`config.mk`:
```
export PLATFORM = sky130hd
export DESIGN_NAME = computer_player
export DESIGN_NICKNAME = d
export VERILOG_FILES = /design/src/rtl/tug_pkg.sv /design/src/rtl/lfsr10.sv /design/src/rtl/computer_player.sv
export SDC_FILE = /design/constraint.sdc
export NUM_CORES = 1
export LEC_CHECK = 0
export BUFFER_PORTS_ARGS = -buffer_cell sky130_fd_sc_hd__buf_2
export CORE_ASPECT_RATIO = 0.9
export CORE_UTILIZATION = 36
export CTS_BUF_LIST = sky130_fd_sc_hd__clkbuf_4 sky130_fd_sc_hd__clkbuf_8
export DETAILED_ROUTE_END_ITERATION = 10
export SYNTH_ARGS = -nofsm -noshare
export SYNTH_HDL_FRONTEND = slang
export SYNTH_SLANG_ARGS = --single-unit
```
`constraint.sdc`:
```
create_clock -name clk -period 2.1 [get_ports clk]
set_input_delay 0.105 -clock clk [delete_from_list [all_inputs] [get_ports clk]]
set_output_delay 0.105 -clock clk [all_outputs]
set_load 0.005 [all_outputs]
```
`src/rtl/tug_pkg.sv`:
```
// Shared types and constants for the tug-of-war computer opponent.
package tug_pkg;

  typedef enum logic [1:0] {
    IDLE     = 2'd0,
    PRESS    = 2'd1,
    COOLDOWN = 2'd2
  } state_t;

  localparam int LFSR_TAP_A = 9;
  localparam int LFSR_TAP_B = 6;

endpackage

```
`src/rtl/lfsr10.sv`:
```
// 10-bit XNOR Fibonacci LFSR; all-zeros is a valid state, all-ones is lock-up.
module lfsr10
  import tug_pkg::*;
#(
  parameter int WIDTH = 10
) (
  input  logic             clk,
  input  logic             reset,
  input  logic             adv,
  output logic [WIDTH-1:0] q
);

  logic [WIDTH-1:0] r_q;

  // NOTE: sequential state uses non-blocking assignment; reset is synchronous here.
  always_ff @(posedge clk) begin
    if (reset) begin
      r_q <= '0;
    end else if (adv) begin
      r_q <= {r_q[WIDTH-2:0], ~(r_q[LFSR_TAP_A] ^ r_q[LFSR_TAP_B])};
    end
  end

  assign q = r_q;

endmodule

```
`src/rtl/computer_player.sv`:
```
// Automated tug-of-war opponent: a rate divider and LFSR decide when to emit
// one-cycle press pulses, with at least one decision tick of release between.
module computer_player
  import tug_pkg::*;
#(
  parameter int LFSR_WIDTH = 10,
  parameter int TICK_BITS  = 22
) (
  input  logic                  clk,
  input  logic                  reset,
  input  logic                  enable,
  input  logic                  game_over,
  input  logic [LFSR_WIDTH-1:0] threshold,
  output logic                  press,
  output logic [LFSR_WIDTH-1:0] lfsr_q
);

  logic                 w_run;
  logic                 w_tick;
  logic [TICK_BITS-1:0] r_tick_cnt;
  state_t               r_state;
  state_t               w_state_next;
  logic                 r_press;

  assign w_run  = enable & ~game_over;
  assign w_tick = w_run & (&r_tick_cnt);

  always_ff @(posedge clk) begin
    if (reset) begin
      r_tick_cnt <= '0;
    end else if (w_run) begin
      r_tick_cnt <= r_tick_cnt + TICK_BITS'(1);
    end
  end

  lfsr10 #(
    .WIDTH(LFSR_WIDTH)
  ) u_lfsr (
    .clk  (clk),
    .reset(reset),
    .adv  (w_tick),
    .q    (lfsr_q)
  );

  // The press decision compares the LFSR value from before this tick's advance.
  always_comb begin
    // NOTE: default first so every path assigns w_state_next and no latch is inferred.
    w_state_next = r_state;
    if (!w_run) begin
      w_state_next = IDLE;
    end else begin
      case (r_state)
        IDLE:     if (w_tick && (lfsr_q < threshold)) w_state_next = PRESS;
        PRESS:    w_state_next = COOLDOWN;
        COOLDOWN: if (w_tick) w_state_next = IDLE;
        default:  w_state_next = IDLE;
      endcase
    end
  end

  always_ff @(posedge clk) begin
    if (reset) begin
      r_state <= IDLE;
      r_press <= 1'b0;
    end else begin
      r_state <= w_state_next;
      r_press <= (w_state_next == PRESS);
    end
  end

  assign press = r_press;

endmodule

```
==> impl_metrics.json <==
{
  "avgSynthCellArea_um2": 8.62,
  "synth_edf_count": 0,
  "netSwitchingPower_uw": 276,
  "ys_warn_count": 0,
  "p_leak_uw": 0.000820,
  "setup_viol": 0,
  "wl_per_cell_um": 11.1,
  "cts_buffer_depth": 2,
  "first_iter_violations": 106,
  "cts_sinks": 35,
  "relSlewSlack_pct": 59.1,
  "synth_top_area_share_pct": 40.0,
  "fin_crit_ps": 1920,
  "clockPowerShare_pct": 46.6,
  "fmax_ghz": 0.520,
  "ios": 25,
  "wl_met1_um": 1660,
  "p_per_area_nw_per_um2": 649,
  "swShare_pct": 20.5,
  "top_layer": "met4",
  "ir_drop_v": 0.000365,
  "hold_violations": 0,
  "die_w_um": 75.5,
  "cp-start-kind": "register",
  "cts_setup_buffers": 0,
  "tightest_slew_ps": 614,
  "skew_ps": 4.41,
  "fin_nets": 256,
  "yosysSeqAreaShare_pct": 40.0,
  "ant_nets": 0,
  "start_util_pct": 38.5,
  "rows": 23,
  "io_buffer_count": 24,
  "area_growth_pct": 18.9,
  "critical_path_class": "reg2reg",
  "rsz0062_at_grt": "false",
  "dr_total_vias": 1493,
  "dieArea_um2": 5150,
  "postPlaceCellArea_um2": 1960,
  "period_share_pct": 91.6,
  "synth_top_flop_cell": "dfxtp_1",
  "antenna_found_initial": 0,
  "grt_pass1_wl_um": 5350,
  "synth_nets": 227,
  "cts_tree": "built",
  "grt_max_degree": 36,
  "setup_tns_ps": 0,
  "cts_buffers": 5,
  "critPathArrivalTime_ps": 2140,
  "p_comb_share_pct": 4.0,
  "slew_violations": 0,
  "seqPwrFrac_pct": 49.4,
  "ys_top_cells_by_area": "dfxtp_1 40%, a21oi_1 7.1%, ha_1 7.1%, o21ai_0 5.7%, nand3_1 4.3%",
  "finalPower_uw": 1350,
  "grt_use_total_pct": 13.6,
  "end_kind": "register",
  "grt_pass1_vias": 1249,
  "yosysTopAreaCell": "dfxtp_1",
  "hp-class": "in2reg",
  "ys_ff_latch": 35,
  "die_h_um": 68.2,
  "drc": 0,
  "synth_area_um2": 1750,
  "path_max_fanout": 15,
  "worstPathRequired_ps": 2320,
  "dp_hpwl_um": 2330,
  "clockRootBuffer": "clkbuf_8",
  "insertedDiodeCount": 0,
  "dr.pass1.iters": 4,
  "clock_latency_ps": 290,
  "htreeDepth": 2,
  "dr_wl_met2_um": 1450,
  "routabilityCongestion": 0.736,
  "layout-drive-gt1-share_pct": 20.2,
  "clkSlewWorstSetupHoldPaths_ps": 70,
  "internal-power_uw": 1070,
  "synthCells": 203,
  "status": "finished clean",
  "maxCapViolCount": 0,
  "routed_via_density": 5.06,
  "async_flop_share_pct": 0,
  "synthDistinctLibCells": 35,
  "wl_um": 3270,
  "dr_wl_met3_um": 112,
  "core_area_um2": 4550,
  "overflow": 0,
  "final_area_um2": 2080
}
## flip-flops by register name, indices dropped and copies added, names as in the netlist
register and flops:
press 1, u_lfsr.q 10, r_state 2, r_tick_cnt 22
## per-layer routing
layer / vias to the layer above / GRT usage (%)
li1: 794 / -
met1: 667 / 17.8
met2: 25 / 21.1
met3: 7 / 3.98
met4: 0 / 5.32
met5: - / 0
## critical path: stages, from the launching register on
cell,delay [ps]
dfxtp_1,440
nand3_4,160
or4_4,630
or4_1,490
a21oi_1,140
## cell usage in the layout, fill, tap and decap left out, drive strengths merged, types with 2 or more instances in the layout
cell type / instances
o211a: 2
ha: 10
nand3: 16
inv: 13
nor4: 2
xnor2: 8
nand4: 8
clkbuf: 6
a21oi: 25
o21a: 2
nand2: 6
o21ai: 20
dfxtp: 35
buf: 31
xor2: 3
or4: 5
o31ai: 2
nor3: 5
nor2: 12
or3: 10
## cells by family after synthesis
| kind of cell | share of synthesized area, % |
|---|---|
| AND/OR/NAND/NOR | 25.3 |
| AO/OA/AOI/OAI | 16.2 |
| buffers and inverters | 5.22 |
| flip-flops | 40.0 |
| adder cells (fa/ha/maj) | 7.15 |
| XOR/XNOR | 5.50 |
| multiplexers | 0.572 |
## cell usage after synthesis (all sizes together), types with 3 or more instances
master,n
a21oi,25
clkbuf,7
dfxtp,35
ha,10
inv,13
nand2,6
nand3,16
nand4,8
nor2,12
nor3,5
o21ai,20
or3,10
or4,5
xnor2,8
xor2,3
## timing repair
item / in CTS / in global routing
hold buffers: 0 / 0
endpoints found under the setup margin: 0 / 2
gates resized for setup: 0 / 2
## path summary, 6_finish.rpt
check / startpoint / endpoint / slack [ps] / depth (start not counted)
hold / removal: reset / r_tick_cnt[11]$_SDFFE_PP0P_ / 310 / 2
setup reg to reg: r_tick_cnt[2]$_SDFFE_PP0P_ / r_tick_cnt[20]$_SDFFE_PP0P_ / 180 / 4
setup / recovery: r_tick_cnt[2]$_SDFFE_PP0P_ / r_tick_cnt[20]$_SDFFE_PP0P_ / 180 / 4
hold reg to reg: r_tick_cnt[21]$_SDFFE_PP0P_ / r_tick_cnt[21]$_SDFFE_PP0P_ / 490 / 2
## area by class of cell
cell class	count	area, um^2
multi-input cells	146	965
repair buffers	31	173
well taps	62	77.6
clock inverters	2	35.0
flip-flops and latches	35	701
clock buffers	6	82.6
inverters	13	48.8
fillers	464	2460
## power by group through the flow
stage,Combinational (uW),Clock (uW),Sequential [uW]
5_1_grt,61.2,671,667
3_3_place_gp,53.3,0,683
6_report,53.8,630,668
2_1_floorplan,31.4,0,683
4_1_cts,54.4,642,667
3_5_place_dp,54.3,0,683
## through the flow
| step | setup WS, ps | util (%) | instances | hold WS [ps] |
|---|---|---|---|---|
| after floorplan | 194 | - | 203 | 349 |
| after global placement | 125 | 43.1 | 287 | 472 |
| after detailed placement | 81.5 | 43.1 | 287 | 473 |
| after CTS | 69.4 | 45.7 | 295 | 312 |
| after global routing | 34.6 | 45.8 | 295 | 329 |
| final | 177 | 45.8 | 295 | 309 |
No activity file was read; power rests on OpenSTA's default activity.
